$ cat config.mk
export PLATFORM = sky130hd
export DESIGN_NAME = serial_io_bridge
export DESIGN_NICKNAME = d
export VERILOG_FILES = /design/src/rtl/serial_io_bridge.sv
export SDC_FILE = /design/constraint.sdc
export NUM_CORES = 1
export LEC_CHECK = 0
export CORE_UTILIZATION = 60
export CTS_CLUSTER_SIZE = 30
export DETAILED_ROUTE_END_ITERATION = 8
export PLACE_DENSITY = 0.77
export RECOVER_POWER = 100
export SLEW_MARGIN = 20
export SYNTH_ARGS = -nofsm -noshare
export SYNTH_HDL_FRONTEND = slang
export SYNTH_SLANG_ARGS = --single-unit
$ cat constraint.sdc
create_clock -name clock -period 3.5 [get_ports clock]
set_input_delay 0.35 -clock clock [delete_from_list [all_inputs] [get_ports clock]]
set_output_delay 0.35 -clock clock [all_outputs]
set_load 0.02 [all_outputs]
$ cat src/rtl/serial_io_bridge.sv
// serial_io_bridge: byte-wide processor port to 8N1 UART, with a TX FIFO feeding
// the transmit engine and an RX FIFO buffering bytes from the receive engine.
module serial_io_bridge #(
  parameter int DEPTH        = 16,
  parameter int CLKS_PER_BIT = 16
) (
  input  logic       clock,
  input  logic       reset,
  input  logic [7:0] proc_wr_data,
  input  logic       proc_wren,
  output logic       proc_wr_ready,
  input  logic       proc_rden,
  output logic [7:0] proc_rd_data,
  output logic       proc_rd_valid,
  input  logic       uart_rx,
  output logic       uart_tx,
  output logic       tx_busy,
  output logic       rx_overrun
);

  // state | meaning
  // IDLE  | line idle high, waiting for work / a falling edge
  // START | start bit (TX drives 0, RX waits to the bit centre)
  // DATA  | 8 data bits, LSB first
  // STOP  | stop bit (TX drives 1, RX samples at its centre)
  typedef enum logic [1:0] {ST_IDLE, ST_START, ST_DATA, ST_STOP} uart_state_t;

  localparam int ADDR_W = $clog2(DEPTH);
  localparam int CNT_W  = $clog2(CLKS_PER_BIT);
  localparam logic [ADDR_W:0]  FIFO_FULL = (ADDR_W + 1)'(DEPTH);
  localparam logic [CNT_W-1:0] BIT_LAST  = CNT_W'(CLKS_PER_BIT - 1);
  localparam logic [CNT_W-1:0] HALF_LAST = CNT_W'(CLKS_PER_BIT / 2 - 1);

  // ---------------- TX FIFO ----------------
  logic [7:0]        tx_mem_q [DEPTH];
  logic [ADDR_W-1:0] tx_wr_ptr_q, tx_rd_ptr_q;
  logic [ADDR_W:0]   tx_count_q;
  logic              tx_push, tx_pop;

  assign proc_wr_ready = (tx_count_q != FIFO_FULL);
  assign tx_push       = proc_wren && proc_wr_ready;

  // TX FIFO storage; contents need no reset because count gates every read
  always_ff @(posedge clock) begin
    if (tx_push) tx_mem_q[tx_wr_ptr_q] <= proc_wr_data;
  end

  // TX FIFO pointers and occupancy
  always_ff @(posedge clock or negedge reset) begin
    if (!reset) begin
      tx_wr_ptr_q <= '0;
      tx_rd_ptr_q <= '0;
      tx_count_q  <= '0;
    end else begin
      if (tx_push) tx_wr_ptr_q <= tx_wr_ptr_q + ADDR_W'(1);
      if (tx_pop)  tx_rd_ptr_q <= tx_rd_ptr_q + ADDR_W'(1);
      case ({tx_push, tx_pop})
        2'b10:   tx_count_q <= tx_count_q + (ADDR_W + 1)'(1);
        2'b01:   tx_count_q <= tx_count_q - (ADDR_W + 1)'(1);
        default: tx_count_q <= tx_count_q;
      endcase
    end
  end

  // ---------------- TX engine ----------------
  uart_state_t      tx_state_q, tx_state_d;
  logic [CNT_W-1:0] tx_cnt_q, tx_cnt_d;
  logic [2:0]       tx_bit_q, tx_bit_d;
  logic [7:0]       tx_shift_q, tx_shift_d;

  // TX engine state register
  always_ff @(posedge clock or negedge reset) begin
    if (!reset) begin
      tx_state_q <= ST_IDLE;
      tx_cnt_q   <= '0;
      tx_bit_q   <= '0;
      tx_shift_q <= '0;
    end else begin
      tx_state_q <= tx_state_d;
      tx_cnt_q   <= tx_cnt_d;
      tx_bit_q   <= tx_bit_d;
      tx_shift_q <= tx_shift_d;
    end
  end

  // TX next state: each state holds for one bit time, timed by a down-counter
  always_comb begin
    tx_state_d = tx_state_q;
    tx_cnt_d   = tx_cnt_q;
    tx_bit_d   = tx_bit_q;
    tx_shift_d = tx_shift_q;
    tx_pop     = 1'b0;
    case (tx_state_q)
      ST_IDLE: begin
        if (tx_count_q != '0) begin
          tx_pop     = 1'b1;
          tx_shift_d = tx_mem_q[tx_rd_ptr_q];
          tx_cnt_d   = BIT_LAST;
          tx_state_d = ST_START;
        end
      end
      ST_START: begin
        if (tx_cnt_q == '0) begin
          tx_cnt_d   = BIT_LAST;
          tx_bit_d   = '0;
          tx_state_d = ST_DATA;
        end else begin
          tx_cnt_d = tx_cnt_q - CNT_W'(1);
        end
      end
      ST_DATA: begin
        if (tx_cnt_q == '0) begin
          tx_cnt_d   = BIT_LAST;
          tx_shift_d = {1'b0, tx_shift_q[7:1]};
          if (tx_bit_q == 3'd7) tx_state_d = ST_STOP;
          else                  tx_bit_d   = tx_bit_q + 3'd1;
        end else begin
          tx_cnt_d = tx_cnt_q - CNT_W'(1);
        end
      end
      ST_STOP: begin
        if (tx_cnt_q == '0) tx_state_d = ST_IDLE;
        else                tx_cnt_d   = tx_cnt_q - CNT_W'(1);
      end
      default: tx_state_d = ST_IDLE;
    endcase
  end

  // Line level decoded from state so an async reset releases the line at once
  assign uart_tx = (tx_state_q == ST_START) ? 1'b0 :
                   (tx_state_q == ST_DATA)  ? tx_shift_q[0] : 1'b1;
  assign tx_busy = (tx_state_q != ST_IDLE);

  // ---------------- RX engine ----------------
  logic             rx_meta_q, rx_sync_q;
  uart_state_t      rx_state_q, rx_state_d;
  logic [CNT_W-1:0] rx_cnt_q, rx_cnt_d;
  logic [2:0]       rx_bit_q, rx_bit_d;
  logic [7:0]       rx_shift_q, rx_shift_d;
  logic             rx_push_req;

  // Two-flop synchroniser; resets to the idle-high line level
  always_ff @(posedge clock or negedge reset) begin
    if (!reset) begin
      rx_meta_q <= 1'b1;
      rx_sync_q <= 1'b1;
    end else begin
      rx_meta_q <= uart_rx;
      rx_sync_q <= rx_meta_q;
    end
  end

  // RX engine state register
  always_ff @(posedge clock or negedge reset) begin
    if (!reset) begin
      rx_state_q <= ST_IDLE;
      rx_cnt_q   <= '0;
      rx_bit_q   <= '0;
      rx_shift_q <= '0;
    end else begin
      rx_state_q <= rx_state_d;
      rx_cnt_q   <= rx_cnt_d;
      rx_bit_q   <= rx_bit_d;
      rx_shift_q <= rx_shift_d;
    end
  end

  // RX next state: half-bit wait after the falling edge, then sample at bit centres
  always_comb begin
    rx_state_d  = rx_state_q;
    rx_cnt_d    = rx_cnt_q;
    rx_bit_d    = rx_bit_q;
    rx_shift_d  = rx_shift_q;
    rx_push_req = 1'b0;
    case (rx_state_q)
      ST_IDLE: begin
        if (!rx_sync_q) begin
          rx_cnt_d   = HALF_LAST;
          rx_state_d = ST_START;
        end
      end
      ST_START: begin
        if (rx_cnt_q == '0) begin
          if (!rx_sync_q) begin
            rx_cnt_d   = BIT_LAST;
            rx_bit_d   = '0;
            rx_state_d = ST_DATA;
          end else begin
            rx_state_d = ST_IDLE;
          end
        end else begin
          rx_cnt_d = rx_cnt_q - CNT_W'(1);
        end
      end
      ST_DATA: begin
        if (rx_cnt_q == '0) begin
          rx_cnt_d   = BIT_LAST;
          rx_shift_d = {rx_sync_q, rx_shift_q[7:1]};
          if (rx_bit_q == 3'd7) rx_state_d = ST_STOP;
          else                  rx_bit_d   = rx_bit_q + 3'd1;
        end else begin
          rx_cnt_d = rx_cnt_q - CNT_W'(1);
        end
      end
      ST_STOP: begin
        if (rx_cnt_q == '0) begin
          rx_push_req = rx_sync_q;
          rx_state_d  = ST_IDLE;
        end else begin
          rx_cnt_d = rx_cnt_q - CNT_W'(1);
        end
      end
      default: rx_state_d = ST_IDLE;
    endcase
  end

  // ---------------- RX FIFO ----------------
  logic [7:0]        rx_mem_q [DEPTH];
  logic [ADDR_W-1:0] rx_wr_ptr_q, rx_rd_ptr_q;
  logic [ADDR_W:0]   rx_count_q;
  logic              rx_full, rx_push, rx_pop, rx_overrun_q;

  assign rx_full       = (rx_count_q == FIFO_FULL);
  assign proc_rd_valid = (rx_count_q != '0);
  assign rx_pop        = proc_rden && proc_rd_valid;
  // A pop in the same cycle frees the slot, so a full FIFO still takes the byte
  assign rx_push       = rx_push_req && (!rx_full || rx_pop);
  assign proc_rd_data  = proc_rd_valid ? rx_mem_q[rx_rd_ptr_q] : 8'h00;
  assign rx_overrun    = rx_overrun_q;

  // RX FIFO storage
  always_ff @(posedge clock) begin
    if (rx_push) rx_mem_q[rx_wr_ptr_q] <= rx_shift_q;
  end

  // RX FIFO pointers, occupancy and sticky overrun flag
  always_ff @(posedge clock or negedge reset) begin
    if (!reset) begin
      rx_wr_ptr_q  <= '0;
      rx_rd_ptr_q  <= '0;
      rx_count_q   <= '0;
      rx_overrun_q <= 1'b0;
    end else begin
      if (rx_push) rx_wr_ptr_q <= rx_wr_ptr_q + ADDR_W'(1);
      if (rx_pop)  rx_rd_ptr_q <= rx_rd_ptr_q + ADDR_W'(1);
      case ({rx_push, rx_pop})
        2'b10:   rx_count_q <= rx_count_q + (ADDR_W + 1)'(1);
        2'b01:   rx_count_q <= rx_count_q - (ADDR_W + 1)'(1);
        default: rx_count_q <= rx_count_q;
      endcase
      if (rx_push_req && !rx_push) rx_overrun_q <= 1'b1;
    end
  end

endmodule
==> flow_summary.yaml <==
status:
  status: "finished clean"
place:
  hpwl_um: 17600
  pre_cts_ws_ns: 0.634
  gp_congestion: 0.809
  place_area_sq_um: 14000
  port_buffers: 25
clock_network:
  clock-sinks: 319
  clock_latency_ns: 0.56
  cts_tree: "done"
  post-cts-setup-buffers: 0
  clockBufferDepth: 3
  cts_made_buffers: 31
  clk_pin_slew_ns: 0.06
  htree_levels: 1
  clockRootBuffer: "clkbuf_16"
  cts_resized: 0
layout:
  multi_input_area_sq_um: 3810
  fin_nets: 883
  postLayoutCoreUtil: 0.688
  regArea_sq_um: 9270
  n_fill_cell: 1396
  drive_gt1_frac: 0.165
  diodes: 0
  design_area_sq_um: 15100
  syn_to_final_growth_pct: 12.2
setup_path:
  path_cells: "buf_12, mux4_2, mux4_2, nor2b_1, clkdlybuf4s50_1"
  slowest_delay_ns: 0.58
  crit_family: "multiplexers"
  arrival_ns: 3.06
  critPathKind: "reg -> out"
  crit_fanout: 18
  cp-end-kind: "primary output"
  worstPathRequired_ns: 3.15
  crit_slowest_cell: "clkdlybuf4s50_1"
  cpMostUsedCell: "mux4_2"
  worst-path-buf-inv: 2
  worst_setup_path_start_kind: "flip-flop"
global_routing:
  grt_pass1_wl_um: 42500
  track_usage: 0.250
  grt-ovfl-total: 0
  grt_pass1_vias: 7634
  grt_max_degree: 43
  antenna_found_initial: 1
sta:
  worstMarginPinSlew_ns: 1.23
  rsz0062_at_grt: "false"
  fin_setup_tns_ns: 0
  slew-limit-headroom: 0.178
  setup_slack_ns: 0.0851
  hold_viol_final: 0
  setup_violations: 0
  hold_slack_ns: 0.348
  period_minus_slack_ns: 3.41
  max_freq_mhz: 293
  clock_skew_ns: 0.0279
  slew_viol_final: 0
  fin_crit_sh: 0.976
yosys:
  synth.avg_cell_area_sq_um: 17.1
  synth_area_sq_um: 13400
  synth_seq_cells: 319
  yosys_warnings: 0
  synthCells: 784
  synth_nets: 832
  synth_flop_cell: "edfxtp_1"
  ys_types: 60
  synth-edff-count: 256
  async_reset_ff_frac: 0.197
  yosysSeqAreaShare: 0.690
pwr:
  p_leak_nw: 5.31
  vdd_drop_max_v: 0.000671
  cellPowerDensity_nw_per_um2: 812
drt:
  vias_per_cell: 6.31
  routedWlPerCell_um: 23.7
  drcViolationCount: 0
  postRouteAntennaNets: 0
  dr_total_vias: 7197
  drtIter0Drc: 524
  first_pass_iters: 5
  routed_wl_um: 27100
floorplan:
  rows: 54
  coreArea_sq_um: 21900
  ios: 26
  dieHeight_um: 152
  start_util: 0.613
  die_w_um: 152
  die-area_sq_um: 23000
flow_run:
  max_cap_viol_count: 0
min_path:
  hold_class: "in -> reg"
-- kinds of logic (layout without fill, tap and decap cells) --
family | after synthesis | after routing | synth area share
mux | 103 | 103 | 0.134
simple gates | 136 | 136 | 0.0525
fa+ha+maj | 35 | 35 | 0.0332
compound gates | 106 | 106 | 0.0542
xor+xnor | 23 | 23 | 0.0150
flops | 319 | 319 | 0.690
buf+inv | 62 | 138 | 0.0213
-- metal layers --
| metal | routed length [um] | GRT usage |
|---|---|---|
| met3 | 1640 | 0.0320 |
| met5 | 13 | 0 |
| met4 | 487 | 0.0589 |
| met2 | 14200 | 0.445 |
| met1 | 10700 | 0.327 |
-- synthesized netlist by cell type, types with 2 or more instances --
cell,count,area (sq um)
nand2b_1,7,43.8
ha_1,34,425
mux2i_1,30,300
o21a_1,10,75.1
and3_1,3,18.8
nor2_1,36,135
edfxtp_1,256,7690
nor2b_1,13,81.3
or2_2,2,12.5
mux2_2,10,113
and2_1,7,43.8
nor4_1,5,31.3
a21oi_1,22,110
inv_1,27,101
a22o_1,5,43.8
a31oi_1,3,18.8
clkbuf_1,17,63.8
dfrtp_1,61,1530
a21o_1,4,30.0
buf_4,5,37.5
buf_1,5,18.8
or4_4,2,22.5
o22ai_1,7,43.8
a22oi_1,16,120
nand3b_1,4,30.0
mux2_1,2,22.5
o21ai_1,7,35.0
xnor2_1,14,123
buf_2,4,20.0
nand3_1,3,15.0
dfstp_2,2,52.6
mux4_2,59,1330
nor3_1,9,45.0
buf_6,4,45.0
xor2_1,9,78.8
nand2_1,35,131
o21ai_0,14,70.1
o311ai_1,7,61.3
nand4_1,3,18.8
-- cell type report --
cell class,instances,area share
tap,280,0.0233
clock buffer,38,0.0566
clock inverter,20,0.0174
inverter,27,0.00673
timing repair buffer,53,0.0279
sequential,319,0.615
multi-input combinational,403,0.253
-- power breakdown --
group	switching [mW]	internal (mW)	leakage, nW
logic	1.91	1.65	1.69
registers	0.550	4.58	3.09
clock network	1.42	2.12	0.534
-- registers in the layout (all words and copies together) (netlist names), 5 cells and up, named ones only --
name and count:
rx_mem_q 128, tx_mem_q 128, rx_shift_q 8, tx_shift_q 8, rx_count_q 5, tx_count_q 5
-- per-stage QoR --
step / std cells / power (mW)
2_1_floorplan: 784 / 7.76
3_3_place_gp: 1080 / 8.51
3_5_place_dp: 1080 / 8.78
4_1_cts: 1139 / 12.4
5_1_grt: 1140 / 12.8
6_report: 1140 / 12.2
-- path summary, 6_finish.rpt --
check | from | end | slack [ns] | cells past startpoint
worst max-delay path | rx_rd_ptr_q[0] | proc_rd_data[7] | 0.09 | 5
worst min-delay path | uart_rx | rx_meta_q | 0.35 | 1
worst max register to register | rx_count_q[1] | rx_count_q[4] | 0.30 | 10
worst min register to register | rx_meta_q | rx_sync_q | 0.36 | 0
max in group asynchronous | reset | tx_rd_ptr_q[0] | 1.10 | 3
min in group asynchronous | reset | rx_cnt_q[3] | 0.59 | 2
-- placed cells by master (no fill, tap or decap), types with 13 or more instances in the layout --
cell type,count
a22oi_1,16
mux4_2,59
nand2_1,35
inv_1,27
dlygate4sd3_1,18
xnor2_1,14
clkbuf_1,21
mux2i_1,31
o21ai_0,20
a21oi_1,22
ha_1,34
nor2b_1,13
nor2_1,36
edfxtp_1,256
clkbuf_16,33
dfrtp_1,59
-- timing repair --
| action | 4_1_cts | 5_1_grt |
|---|---|---|
| setup endpoints to repair | 0 | 1 |
| hold endpoints to repair | 21 | 0 |
| hold buffers | 1 | 0 |
No activity file was read; power rests on OpenSTA's default activity.
